## config.mk

```make
export PLATFORM = sky130hd
export DESIGN_NAME = lcd_bus_responder
export DESIGN_NICKNAME = d
export VERILOG_FILES = /design/src/rtl/lcd_bus_responder.sv
export SDC_FILE = /design/constraint.sdc
export NUM_CORES = 1
export LEC_CHECK = 0
export ABC_AREA = 1
export CAP_MARGIN = 20
export CORE_ASPECT_RATIO = 1.75
export CORE_MARGIN = 5
export CORE_UTILIZATION = 59
export DETAILED_ROUTE_END_ITERATION = 8
export PLACE_DENSITY = 0.84
export SYNTH_ARGS = -nofsm -noshare
export SYNTH_HDL_FRONTEND = slang
export SYNTH_SLANG_ARGS = --single-unit
```

## constraint.sdc

```tcl
create_clock -name Clock -period 3.1 [get_ports Clock]
set_clock_uncertainty 0.15 [all_clocks]
set_input_delay 0.465 -clock Clock [delete_from_list [all_inputs] [get_ports Clock]]
set_output_delay 0.465 -clock Clock [all_outputs]
set_load 0.01 [all_outputs]
```

## src/rtl/lcd_bus_responder.sv

```systemverilog
// Receiving end of the 4-bit character-LCD bus: decodes E falls into bytes, tracks mode/entry/address.
// Optional busy-time checking is built when LCD_BUS_RESPONDER_BUSY_CHECK_EN is defined.
//   state  | meaning
//   S_8BIT | power-on 8-bit interface, each nibble is a whole command
//   S_HI   | 4-bit interface, waiting for the high nibble
//   S_LO   | 4-bit interface, high nibble held, waiting for the low nibble
module lcd_bus_responder #(
  parameter int MIN_E_HIGH   = 12,
  parameter int CMD_CYCLES   = 2000,
  parameter int CLEAR_CYCLES = 85000
) (
  input  logic       Clock,
  input  logic       Reset,
  input  logic       iLCD_Enabled,
  input  logic       iLCD_RegisterSelect,
  input  logic       iLCD_ReadWrite,
  input  logic [3:0] iLCD_Data,
  output logic       oValid,
  output logic [7:0] oByte,
  output logic       oIsData,
  output logic       oMode4,
  output logic [6:0] oAddr,
  output logic       oBusy,
  output logic [2:0] oErr
);

  localparam int EW = $clog2(MIN_E_HIGH + 1);

  typedef enum logic [1:0] {S_8BIT, S_HI, S_LO} stateType;

  stateType      state, stateNext;
  logic          rE, rRS, rRW;
  logic [3:0]    rD;
  logic          rE_d, rRS_d, rRW_d;
  logic [3:0]    rD_d;
  logic [EW-1:0] eHighCnt;
  logic          fallEvent;
  logic          fallQ, rsQ, rwQ, shortQ;
  logic [3:0]    nibQ;
  logic [3:0]    hiNib, hiNibNext;
  logic          hiRs, hiRsNext;
  logic          incr, incrNext;
  logic          mode4Next;
  logic [6:0]    addrNext;
  logic          validNext;
  logic [7:0]    byteNext;
  logic          isDataNext;
  logic [2:0]    errNext;
  logic          exec;
  logic [7:0]    execByte;
  logic          execData;
  logic          busyActive;

  always_ff @(posedge Clock or negedge Reset) begin
    if (!Reset) begin
      rE    <= 1'b0;
      rRS   <= 1'b0;
      rRW   <= 1'b0;
      rD    <= 4'h0;
      rE_d  <= 1'b0;
      rRS_d <= 1'b0;
      rRW_d <= 1'b0;
      rD_d  <= 4'h0;
    end else begin
      rE    <= iLCD_Enabled;
      rRS   <= iLCD_RegisterSelect;
      rRW   <= iLCD_ReadWrite;
      rD    <= iLCD_Data;
      rE_d  <= rE;
      rRS_d <= rRS;
      rRW_d <= rRW;
      rD_d  <= rD;
    end
  end

  assign fallEvent = rE_d & ~rE;

  always_ff @(posedge Clock or negedge Reset) begin
    if (!Reset) begin
      eHighCnt <= '0;
    end else if (!rE) begin
      eHighCnt <= '0;
    end else if (eHighCnt != EW'(MIN_E_HIGH)) begin
      eHighCnt <= eHighCnt + 1'b1;
    end
  end

  // The _d copies hold the last values seen while E was high.
  always_ff @(posedge Clock or negedge Reset) begin
    if (!Reset) begin
      fallQ  <= 1'b0;
      rsQ    <= 1'b0;
      rwQ    <= 1'b0;
      nibQ   <= 4'h0;
      shortQ <= 1'b0;
    end else begin
      fallQ  <= fallEvent;
      rsQ    <= rRS_d;
      rwQ    <= rRW_d;
      nibQ   <= rD_d;
      shortQ <= fallEvent && (eHighCnt < EW'(MIN_E_HIGH));
    end
  end

  always_comb begin
    stateNext  = state;
    hiNibNext  = hiNib;
    hiRsNext   = hiRs;
    incrNext   = incr;
    mode4Next  = oMode4;
    addrNext   = oAddr;
    validNext  = 1'b0;
    byteNext   = oByte;
    isDataNext = oIsData;
    errNext    = 3'b000;
    exec       = 1'b0;
    execByte   = 8'h00;
    execData   = 1'b0;

    if (fallQ) begin
      errNext[0] = shortQ;
      if (rwQ) begin
        errNext[2] = 1'b1;
      end else begin
        errNext[1] = busyActive;
        case (state)
          S_8BIT: begin
            if (nibQ == 4'h2 || (nibQ == 4'h3 && !oMode4)) begin
              exec     = 1'b1;
              execByte = {nibQ, 4'h0};
              if (nibQ == 4'h2) begin
                mode4Next = 1'b1;
                stateNext = S_HI;
              end
            end
          end
          S_HI: begin
            hiNibNext = nibQ;
            hiRsNext  = rsQ;
            stateNext = S_LO;
          end
          S_LO: begin
            exec      = 1'b1;
            execByte  = {hiNib, nibQ};
            execData  = hiRs;
            stateNext = S_HI;
          end
          default: stateNext = S_8BIT;
        endcase
      end
    end

    if (exec) begin
      validNext  = 1'b1;
      byteNext   = execByte;
      isDataNext = execData;
      if (execData) begin
        addrNext = incr ? oAddr + 7'd1 : oAddr - 7'd1;
      end else if (execByte == 8'h01) begin
        addrNext = 7'h00;
        incrNext = 1'b1;
      end else if (execByte[7:1] == 7'b0000001) begin
        addrNext = 7'h00;
      end else if (execByte[7:2] == 6'b000001) begin
        incrNext = execByte[1];
      end else if (execByte[7]) begin
        addrNext = execByte[6:0];
      end
    end
  end

  always_ff @(posedge Clock or negedge Reset) begin
    if (!Reset) begin
      state   <= S_8BIT;
      hiNib   <= 4'h0;
      hiRs    <= 1'b0;
      incr    <= 1'b1;
      oMode4  <= 1'b0;
      oAddr   <= 7'h00;
      oValid  <= 1'b0;
      oByte   <= 8'h00;
      oIsData <= 1'b0;
      oErr    <= 3'b000;
    end else begin
      state   <= stateNext;
      hiNib   <= hiNibNext;
      hiRs    <= hiRsNext;
      incr    <= incrNext;
      oMode4  <= mode4Next;
      oAddr   <= addrNext;
      oValid  <= validNext;
      oByte   <= byteNext;
      oIsData <= isDataNext;
      oErr    <= errNext;
    end
  end

`ifdef LCD_BUS_RESPONDER_BUSY_CHECK_EN
  logic [31:0] busyCnt;
  logic        clearClass;

  assign clearClass = !execData && (execByte[7:2] == 6'd0) && (execByte[1:0] != 2'd0);

  always_ff @(posedge Clock or negedge Reset) begin
    if (!Reset) begin
      busyCnt <= 32'd0;
    end else if (exec) begin
      busyCnt <= clearClass ? 32'(CLEAR_CYCLES) : 32'(CMD_CYCLES);
    end else if (busyCnt != 32'd0) begin
      busyCnt <= busyCnt - 32'd1;
    end
  end

  // A count of 1 reaches zero on the same edge, so that access is not busy.
  assign busyActive = busyCnt > 32'd1;
  assign oBusy      = busyCnt != 32'd0;
`else
  assign busyActive = 1'b0;
  assign oBusy      = 1'b0;
`endif

endmodule
```

Word level (Yosys, flattened, before mapping). Index checks and enable logic that the tools add are counted.

Logic and storage cells: 85. Memories kept: 0. Flip-flop bits (word level): 55. ROM bits: 0. Memory bits (writable): 0. Output and inout bits: 22. Latch bits: 0.

Shifts and indexed selects: 0. $lt $le $gt $ge: 1. Reductions and logical operators: 12. Divide/modulo/power cells: 0. Multipliers: 0. Multiplexer cells: 28. $add $sub $neg: 3. Equal/unequal tests: 13. Bitwise operators: 4.

Operator list (number): two-way mux 7 bit (6); two-way mux 8 bit (3); case mux 8 bit (2 select lines) (1); two-way mux 1 bit (11); equality test 4 x 2 -> 1 bit, second input constant (2); equality test 8 x 1 -> 1 bit, second input constant (1); two-way mux 4 bit (2); inequality test 4 bit, second input constant (2); AND reduction 4 bit (2); adder 7 x 1 -> 7 bit, second input constant (1); equality test 7 x 1 -> 1 bit, second input constant (1); subtractor 7 x 1 -> 7 bit, second input constant (1); equality test 6 x 1 -> 1 bit, second input constant (1); inequality test 2 bit, second input constant (3); case mux 2 bit (3 select lines) (1); AND reduction 3 bit (2); AND reduction 5 bit (1); adder 4 x 1 -> 4 bit, second input constant (1); less-than comparator 4 bit, second input constant (1); two-way mux 2 bit (2); nonzero test 4 bit (1); two-way mux 3 bit (1); inverter 1 bit (3); equality test 2 x 1 -> 1 bit, second input constant (1); 9 further kinds (10).

Depth between registers and ports, before layout. Gate-level depths: netlist of the first run.

Depth in word-level cells: 12. Gate-level depth with buffers: 14. Depth with buffers taken out: 14.

Worst setup path after synthesis of the first run. OpenSTA, ideal clock, no wires.

Path type: register to register. From: register incr. To: register oAddr[6]. Library setup time: 0.117 ns. Slack: 1.163 ns. Stages on the path, launching flop included: 15. Arrival: 1.669 ns. Required time: 2.833 ns. Cell sequence: dfstp_2 inv_1 fa_1 nand2_1 nand2_1 nand2_1 nand2_1 nand2_1 nand2_1 nand2_1 nand3_1 nand2_1 o21ai_0 nand2_1 o21ai_2.

Word-level cells in the longest chain between the ends: 2.

RTL lines: start: declaration (RTL line 42) `logic incr, incrNext;`; start signal: assignment (RTL line 188) `incr <= incrNext;`; two-way mux 7 bit (RTL line 158) `addrNext = incr ? oAddr + 7'd1 : oAddr - 7'd1;`; two-way mux 7 bit (RTL line 157) `if (execData) begin`; end signal: assignment (RTL line 190) `oAddr <= addrNext;`; end: declaration (RTL line 22) `output logic [6:0] oAddr,`.

No other way between the ends. A chain may end at the register's enable or synchronous reset.

Worst setup path in the final report of the first run.
From: register incr. To: register oAddr[5].

The elaborated chain is that of the path after synthesis.

==> results of run 1 <==
==> through the flow <==
stage | instance area, µm² | hold slack, ns | std cells | setup slack, ns | total power, W
2_1_floorplan | 2480 | 0.0194 | 259 | 1.16 | 0.00116
3_3_place_gp | 2790 | 0.183 | 333 | 1.10 | 0.00134
3_5_place_dp | 2790 | 0.188 | 333 | 1.03 | 0.00136
4_1_cts | 2890 | 0.199 | 342 | 1.00 | 0.00176
5_1_grt | 2890 | 0.208 | 342 | 0.783 | 0.00185
6_report | 2890 | 0.195 | 342 | 0.989 | 0.00175
==> layout by cell type, fill, tap and decap left out, types with 2 or more instances in the layout <==
cell type	netlist	layout
a21oi_1	4	4
clkbuf_8	0	6
clkdlybuf4s50_1	0	27
conb_1	1	2
dfrtp_1	53	53
ha_1	7	7
inv_1	28	28
inv_2	3	3
mux2_2	2	2
nand2_1	63	63
nand2_2	6	6
nand3_1	18	18
nand3_4	2	2
nand4_1	6	6
nor2_1	18	18
nor2_2	2	2
nor2_4	4	4
nor4_1	2	2
o21ai_0	15	15
o21ai_2	4	4
o22ai_1	2	2
xor2_1	2	2
==> worst min path at each step <==
stage,start,to,slack (ns),cells past startpoint
2_1_floorplan,Reset,eHighCnt[0]$_DFFE_PN0P_,0.02,0
3_3_place_gp,rRS$_DFF_PN0_,rRS_d$_DFF_PN0_,0.18,0
3_5_place_dp,rRS_d$_DFF_PN0_,rsQ$_DFF_PN0_,0.19,0
4_1_cts,rRS_d$_DFF_PN0_,rsQ$_DFF_PN0_,0.20,0
5_1_grt,rD_d[2]$_DFF_PN0_,nibQ[2]$_DFF_PN0_,0.21,0
6_report,rRS_d$_DFF_PN0_,rsQ$_DFF_PN0_,0.20,0
==> layout make-up <==
cell class / count / share of cell area (%)
sequential: 54 / 46.8
multi-input combinational: 170 / 33.7
timing repair buffer: 30 / 10.1
inverter: 31 / 4.03
clock buffer: 7 / 2.99
tap: 49 / 2.12
clock inverter: 1 / 0.173
==> layer usage <==
| metal | GRT usage [%] | wire length, µm | up-vias |
|---|---|---|---|
| met5 | 0 | 0 | - |
| met1 | 21.1 | 1700 | 868 |
| met4 | 11.0 | 181 | 0 |
| met3 | 4.20 | 220 | 21 |
| met2 | 36.2 | 2760 | 68 |
| li1 | - | - | 895 |
==> power by group <==
group / total, W / leakage, nW / switching, W / internal [W]
Combinational: 0.000438 / 0.672 / 0.000237 / 0.000201
Sequential: 0.000909 / 0.682 / 0.0000878 / 0.000822
Clock: 0.000402 / 0.0482 / 0.000221 / 0.000181
==> sequential cells by signal, summed over array words and instances (netlist names), 2 cells and up <==
name and count:
oByte 8, oAddr 7, eHighCnt 4, hiNib 4, nibQ 4, rD 4, rD_d 4, oErr 2
state 2
==> logic make-up (layout without fill, tap and decap cells) <==
group / Yosys count / in the layout / share of synthesized area (%)
buffers and inverters: 35 / 69 / 6.07
AOI/OAI and AO/OA: 28 / 28 / 6.68
DFF: 54 / 54 / 54.7
other: 1 / 2 / 0.152
and+or+nand+nor: 128 / 128 / 26.4
xor gates and xnor gates: 2 / 2 / 0.709
muxes: 2 / 2 / 0.911
adders and majority gates: 8 / 8 / 4.35
==> worst max-delay path, cell delays in order (launching register included) <==
cell	delay, ns
dfstp_2	0.56
inv_1	0.12
ha_1	0.36
nand3_1	0.09
nand3_1	0.09
nand2_1	0.07
a21boi_0	0.15
nor2_1	0.08
nand2_1	0.06
nand2_1	0.05
o21ai_0	0.16
nand2_1	0.07
nand2_1	0.05
==> timing repair <==
item | 4_1_cts | 5_1_grt
hold buffers | 1 | 0
endpoints found under the hold margin | 19 | 0
resized for setup | 0 | 0
==> impl_metrics.py, run 1 <==
metrics = {
    "status": {
        "outcome": "finished clean",
    },
    "route": {
        "viasPerCell": 5.42,
        "wl_um": 4870,
        "vias": 1852,
        "dr.pass1.iters": 4,
        "ant_nets": 0,
        "drtIter0Drc": 122,
        "route.detailed.drc": 0,
        "avgRoutedWirePerCell_um": 14.2,
    },
    "cells_and_area": {
        "final_layout_size_suffix_gt1_share_pct": 13.0,
        "syn2layout_area_growth_pct": 16.8,
        "finish.utilization_pct": 70.2,
        "fin_nets": 309,
        "regArea_um2": 1350,
        "multi_input_area_um2": 973,
        "diodes": 0,
        "num-fill-cells": 353,
    },
    "job": {
        "maxCapViolCount": 0,
    },
    "logic_synthesis": {
        "synthMostInstantiatedCell": "nand2_1",
        "synth_cell_types": 35,
        "synth_common_cells": "63 x nand2_1, 53 x dfrtp_1, 28 x inv_1",
        "async_flop_share_pct": 100,
        "synth.avg_cell_area_um2": 9.58,
        "syn_area_um2": 2470,
        "synth_edf_count": 0,
        "synth-seq-cells": 54,
        "synth_flop_cell": "dfrtp_1",
        "netlist_top_cells_area": "dfrtp_1 54%, nand2_1 9.6%, inv_1 4.3%, nand3_1 3.6%, ha_1 3.5%",
        "yosys_warnings": 0,
        "synth_seq_area_share_pct": 54.7,
        "syn_inst": 258,
        "synth_top_area_share_pct": 53.6,
        "synth_area_leader_cell": "dfrtp_1",
    },
    "worst_setup_path": {
        "r2r-start": "incr$_DFFE_PN1P_",
        "reg2reg_depth": 12,
        "startpoint": "incr$_DFFE_PN1P_",
        "rr_endpoint": "oAddr[5]$_DFFE_PN0P_",
        "required_ns": 3.21,
        "cp-end-kind": "register",
        "path_class": "reg2reg",
        "arrival_ns": 2.22,
        "worst_setup_path_start_kind": "register",
        "cp_max_fo": 6,
        "crit_end": "oAddr[5]$_DFFE_PN0P_",
        "reg2reg_slack_ns": 0.99,
    },
    "pwr": {
        "leakage_nw": 1.40,
        "p_per_area_nw_per_um2": 606,
        "peakVddDrop_v": 0.000553,
    },
    "timing": {
        "final-max-slew-violation-count": 0,
        "grt_setup_unrepaired": "no",
        "setup_viol": 0,
        "tightest_slew_ns": 0.543,
        "min_period_over_period_pct": 68.1,
        "maxSlewHeadroom_pct": 63.4,
        "hold_viol_final": 0,
        "fin_crit_ns": 2.11,
        "finalSetupTns_ns": 0,
        "clock.fmax_mhz": 474,
    },
    "global_route": {
        "grt_antenna_before_repair": 0,
        "grt_pass1_vias": 1851,
        "overflow": 0,
        "grtUsageTotal_pct": 20.1,
        "grt_max_degree": 36,
        "grt_pass1_wl_um": 8360,
    },
    "cts": {
        "cts_buffers": 5,
        "cts.htree.levels": 2,
        "clock-root-buffer": "clkbuf_8",
        "clk_pin_slew_worst_paths_ns": 0.09,
        "cts_tree": "built",
        "clock_sinks": 54,
        "cts_max_path_buffers": 2,
        "clk_latency_ns": 0.32,
        "cts_setup_buffers": 0,
    },
    "worst_hold_path": {
        "hp-class": "reg2reg",
    },
    "floorplanning": {
        "initial_core_util_pct": 60.1,
        "row_count": 31,
        "ios": 31,
        "fp.dieW_um": 58.9,
        "dieArea_um2": 5640,
        "core_area_um2": 4110,
        "die_y_um": 95.6,
    },
    "placed_design": {
        "dp_hpwl_um": 3630,
        "portBuffers": 28,
        "place_congestion": 0.967,
    },
}
Power figures use the tool's default switching activity.
==> inputs of run 2 (changes only) <==
- CORE_UTILIZATION: 59 -> 49
- PLACE_DENSITY: 0.84 -> 0.75
- clock period: 3.1 -> 1.85 ns (I/O delays scaled with it)
==> impl_metrics.py, run 2 (synthesis gave the netlist of run 1 again) <==
metrics = {
    "status": {
        "outcome": "finished, violations left",
        "violations": "negative setup slack",
    },
    "worst_setup_path": {
        "max_stage_delay_ns": 0.57,
        "worst_setup_path_start_kind": "register",
        "crit_slowest_cell": "dfstp_2",
        "cp_num_buf_inv": 1,
        "cp_common_cell": "nand2_1",
        "arrival_ns": 2.05,
        "required_ns": 1.91,
        "crit_chain": "inv_4 -> fa_2 -> nand2_2 -> nand2_2 -> nand2_1 -> nand2_1 -> nand2_1 -> nand2_1 -> nand2_1 -> nand3_1 -> nand2_1 -> o21ai_1 -> nand2_1 -> o21ai_2",
        "path_class": "reg2reg",
        "cp-end-kind": "register",
        "cp_max_fo": 5,
        "critical-path-top-delay-family": "simple AND/OR/NAND/NOR gates",
    },
    "cells_and_area": {
        "most-common-layout-cells": "57 x nand2_1, 50 x dfrtp_1, 31 x buf_4",
        "regMostFlops": "oByte",
        "final_layout_size_suffix_gt1_share_pct": 30.0,
        "stdcell_count": 381,
        "diodes": 0,
        "fin_nets": 343,
        "largestRegisters": "oByte x8, oAddr x7",
        "syn2layout_area_growth_pct": 33.9,
        "layout_commonest_cell": "nand2_1",
        "largest_reg_flops": 8,
    },
    "pwr": {
        "peakVddDrop_v": 0.000843,
        "p_per_area_nw_per_um2": 928,
        "p_total_w": 0.00307,
        "leakage_nw": 1.64,
    },
    "cts": {
        "clk_latency_ns": 0.31,
        "clock-root-buffer": "clkbuf_8",
        "cts_max_path_buffers": 2,
        "cts_buffers": 5,
        "cts_tree": "built",
        "cts.htree.levels": 2,
        "clock_sinks": 54,
        "clk_pin_slew_worst_paths_ns": 0.10,
    },
    "route": {
        "wl_um": 5310,
        "avgRoutedWirePerCell_um": 13.9,
        "route.detailed.drc": 0,
        "vias": 1970,
        "drtIter0Drc": 123,
        "viasPerCell": 5.17,
        "dr.pass1.iters": 4,
        "ant_nets": 0,
    },
    "timing": {
        "hold_viol_final": 0,
        "finalSetupTns_ns": -0.181,
        "final-max-slew-violation-count": 0,
        "setup_viol": 3,
        "maxSlewHeadroom_pct": 65.5,
        "fin_crit_ns": 1.99,
        "clock.fmax_mhz": 502,
        "grt_setup_unrepaired": "yes",
        "min_period_over_period_pct": 108,
        "holdWs_ns": 0.202,
        "tightest_slew_ns": 0.518,
        "layout_setup_ws_ns": -0.141,
    },
    "floorplanning": {
        "row_count": 34,
        "fp.dieW_um": 63.7,
        "initial_core_util_pct": 50.1,
        "ios": 31,
        "dieArea_um2": 6620,
        "core_area_um2": 4930,
        "die_y_um": 104,
    },
    "placed_design": {
        "place_congestion": 0.904,
        "dp_hpwl_um": 3710,
        "portBuffers": 28,
        "dp.cells": 356,
        "place_ws_ns": -0.118,
    },
    "worst_hold_path": {
        "hp-class": "reg2reg",
    },
    "global_route": {
        "overflow": 0,
        "grt_antenna_before_repair": 0,
        "grtUsageTotal_pct": 16.3,
        "grt_pass1_vias": 1977,
        "grt_max_degree": 35,
        "grt_pass1_wl_um": 8710,
    },
    "job": {
        "maxCapViolCount": 0,
    },
}
run 2: worst register-to-register path, delay by kind of cell, from the launching register on:
family,cells,cell delay [ns]
compound gates,2,0.10
fa+ha+maj,1,0.35
buf+inv,1,0.06
flops,1,0.57
simple gates,10,0.66
run 2: area by class of cell:
cell class / count / area (µm²)
inverter: 31 / 124
timing repair buffer: 63 / 581
clock inverter: 3 / 28.8
multi-input combinational: 171 / 1080
sequential: 54 / 1360
clock buffer: 5 / 68.8
fill: 377 / 1620
tap: 54 / 67.6
run 2: timing repair:
action | CTS | global route
hold buffers | 1 | 0
gates cloned | 0 | 1
gates resized for setup | 8 | 27
pin swaps | 2 | 11
setup buffers | 4 | 11
setup endpoints to repair | 4 | 9
hold endpoints to repair | 19 | 0
run 2: per-stage QoR:
stage	area (µm²)	utilization, %
2_1_floorplan	2480	-
3_3_place_gp	2940	59.6
3_5_place_dp	2940	59.6
4_1_cts	3110	63.0
5_1_grt	3310	67.1
6_report	3310	67.1
run 2: final timing paths:
| check | cells after the start | startpoint | slack, ns | to |
|---|---|---|---|---|
| min reg2reg | 0 | rRS_d$_DFF_PN0_ | 0.20 | rsQ$_DFF_PN0_ |
| min in group asynchronous | 2 | Reset | 0.32 | oErr[2]$_DFF_PN0_ |
| max reg2reg | 14 | incr$_DFFE_PN1P_ | -0.14 | oAddr[6]$_DFFE_PN0P_ |
| max | 14 | incr$_DFFE_PN1P_ | -0.14 | oAddr[6]$_DFFE_PN0P_ |
| max in group asynchronous | 3 | Reset | 0.66 | state[1]$_DFFE_PN0P_ |
| min | 0 | rRS_d$_DFF_PN0_ | 0.20 | rsQ$_DFF_PN0_ |
run 2: power by group:
| part | internal [W] | switching [W] |
|---|---|---|
| logic | 0.000413 | 0.000434 |
| registers | 0.00138 | 0.000159 |
| clock network | 0.000281 | 0.000402 |
| total | 0.00208 | 0.000995 |
run 2: layer usage:
metal	global-route usage, %	share of wire [%]	vias up
li1	-	-	968
met1	16.5	35	932
met2	30.2	56	52
met3	3.14	4.2	18
met4	8.77	4.8	0
met5	0	0	-
==> inputs of run 3 (changes only) <==
- SKIP_LAST_GASP: not set -> 1
==> impl_metrics.py, run 3 (synthesis gave the netlist of run 1 again) <==
metrics = {
    "global_route": {
        "grt_pass1_vias": 1977,
        "grt_max_degree": 35,
        "grtUsageTotal_pct": 16.3,
        "overflow": 0,
        "grt_antenna_before_repair": 0,
        "grt_pass1_wl_um": 8710,
    },
    "worst_setup_path": {
        "arrival_ns": 2.05,
        "r2r-start": "incr$_DFFE_PN1P_",
        "cp_max_fo": 5,
        "reg2reg_slack_ns": -0.14,
        "path_class": "reg2reg",
        "required_ns": 1.91,
        "rr_endpoint": "oAddr[6]$_DFFE_PN0P_",
        "worst_setup_path_start_kind": "register",
        "cp-end-kind": "register",
        "reg2reg_depth": 14,
    },
    "placed_design": {
        "placed_cell_area_um2": 2940,
        "place_ws_ns": -0.118,
        "portBuffers": 28,
        "dp_hpwl_um": 3710,
        "place_congestion": 0.904,
    },
    "cts": {
        "cts_buffers": 5,
        "clk_latency_ns": 0.31,
        "clk_pin_slew_worst_paths_ns": 0.10,
        "clock-root-buffer": "clkbuf_8",
        "cts_max_path_buffers": 2,
        "clock_sinks": 54,
        "cts_tree": "built",
        "cts.htree.levels": 2,
    },
    "floorplanning": {
        "dieArea_um2": 6620,
        "ios": 31,
        "fp.dieW_um": 63.7,
        "initial_core_util_pct": 50.1,
        "die_y_um": 104,
        "row_count": 34,
        "core_area_um2": 4930,
    },
    "cells_and_area": {
        "layout_commonest_cell": "nand2_1",
        "num-fill-cells": 380,
        "final_layout_size_suffix_gt1_share_pct": 29.4,
        "most-common-layout-cells": "58 x nand2_1, 51 x dfrtp_1, 31 x buf_4",
        "largestRegisters": "oByte x8, oAddr x7",
        "syn2layout_area_growth_pct": 33.8,
        "regMostFlops": "oByte",
        "final_area_um2": 3310,
        "fin_nets": 343,
        "diodes": 0,
        "largest_reg_flops": 8,
    },
    "worst_hold_path": {
        "min_to": "rsQ$_DFF_PN0_",
        "hp-start": "rRS_d$_DFF_PN0_",
        "hp-class": "reg2reg",
        "whs_path_depth": 0,
    },
    "status": {
        "outcome": "finished, violations left",
        "violations": "negative setup slack",
    },
    "timing": {
        "fin_crit_ns": 1.99,
        "hold_viol_final": 0,
        "final-max-slew-violation-count": 0,
        "setup_viol": 3,
        "maxSlewHeadroom_pct": 65.5,
        "min_period_over_period_pct": 108,
        "layout_setup_ws_ns": -0.140,
        "tightest_slew_ns": 0.518,
        "grt_setup_unrepaired": "yes",
        "clock.fmax_mhz": 503,
        "finalSetupTns_ns": -0.180,
    },
    "route": {
        "avgRoutedWirePerCell_um": 13.9,
        "viasPerCell": 5.15,
        "dr.pass1.iters": 4,
        "route.detailed.drc": 0,
        "wl_um": 5310,
        "drtIter0Drc": 123,
        "vias": 1961,
        "ant_nets": 0,
    },
    "job": {
        "maxCapViolCount": 0,
    },
    "pwr": {
        "p_per_area_nw_per_um2": 927,
        "peakVddDrop_v": 0.000843,
        "leakage_nw": 1.64,
    },
}
==> run 3: cell types whose count changed in the layout (fill, tap and decap cells not counted) <==
cell / before / now
dfrtp_2: 3 / 2
dfrtp_1: 50 / 51
nand2_2: 12 / 11
nand2_1: 57 / 58
==> run 3: metrics by stage <==
stage	util [%]	cells	power, W	hold WS (ns)
2_1_floorplan	-	259	0.00195	-0.168
3_3_place_gp	59.6	356	0.00228	0.122
3_5_place_dp	59.6	356	0.00230	0.125
4_1_cts	63.0	369	0.00300	0.208
5_1_grt	67.0	381	0.00327	0.214
6_report	67.0	381	0.00307	0.202
==> run 3: area by class of cell <==
| class | instances | area (µm²) | share of cell area [%] |
|---|---|---|---|
| flip-flops and latches | 54 | 1360 | 41.0 |
| multi-input cells | 171 | 1080 | 32.7 |
| repair buffers | 63 | 581 | 17.6 |
| inverters | 31 | 124 | 3.75 |
| clock buffers | 5 | 68.8 | 2.08 |
| well taps | 54 | 67.6 | 2.04 |
| clock inverters | 3 | 28.8 | 0.870 |
==> run 3: how the worst max path moves through the flow <==
stage | start | cells past startpoint | end
6_report | incr$_DFFE_PN1P_ | 14 | oAddr[6]$_DFFE_PN0P_
5_1_grt | incr$_DFFE_PN1P_ | 14 | oAddr[6]$_DFFE_PN0P_
4_1_cts | incr$_DFFE_PN1P_ | 14 | oAddr[6]$_DFFE_PN0P_
3_5_place_dp | incr$_DFFE_PN1P_ | 14 | oAddr[6]$_DFFE_PN0P_
3_3_place_gp | incr$_DFFE_PN1P_ | 14 | oAddr[6]$_DFFE_PN0P_
2_1_floorplan | incr$_DFFE_PN1P_ | 14 | oAddr[6]$_DFFE_PN0P_
==> run 3: where the power goes <==
part | internal, W | switching, W
Sequential | 0.00138 | 0.000159
Combinational | 0.000413 | 0.000431
Clock | 0.000281 | 0.000402
==> run 3: critical path: stages (launching register included) <==
cell and delay [ns]:
dfstp_2 0.57, inv_4 0.06, fa_2 0.35, nand2_2 0.09, nand2_2 0.04, nand2_1 0.05
nand2_1 0.07, nand2_1 0.08, nand2_1 0.05, nand2_1 0.07, nand3_1 0.07, nand2_1 0.06
o21ai_1 0.05, nand2_1 0.07, o21ai_2 0.05
==> run 3: what timing repair did <==
item	4_1_cts	5_1_grt
endpoints found under the setup margin	4	9
resized for setup	8	25
hold buffers	1	0
pin swaps	2	11
gates cloned	0	1
hold endpoints to repair	19	0
setup buffers	4	11
==> run 3: routing by layer <==
metal | wire, µm | share of wire (%) | up-vias | track usage [%]
met4 | 257 | 4.8 | 0 | 8.77
met3 | 217 | 4.1 | 18 | 3.14
met5 | 0 | 0 | - | 0
met2 | 2960 | 56 | 51 | 30.2
li1 | - | - | 967 | -
met1 | 1870 | 35 | 925 | 16.5
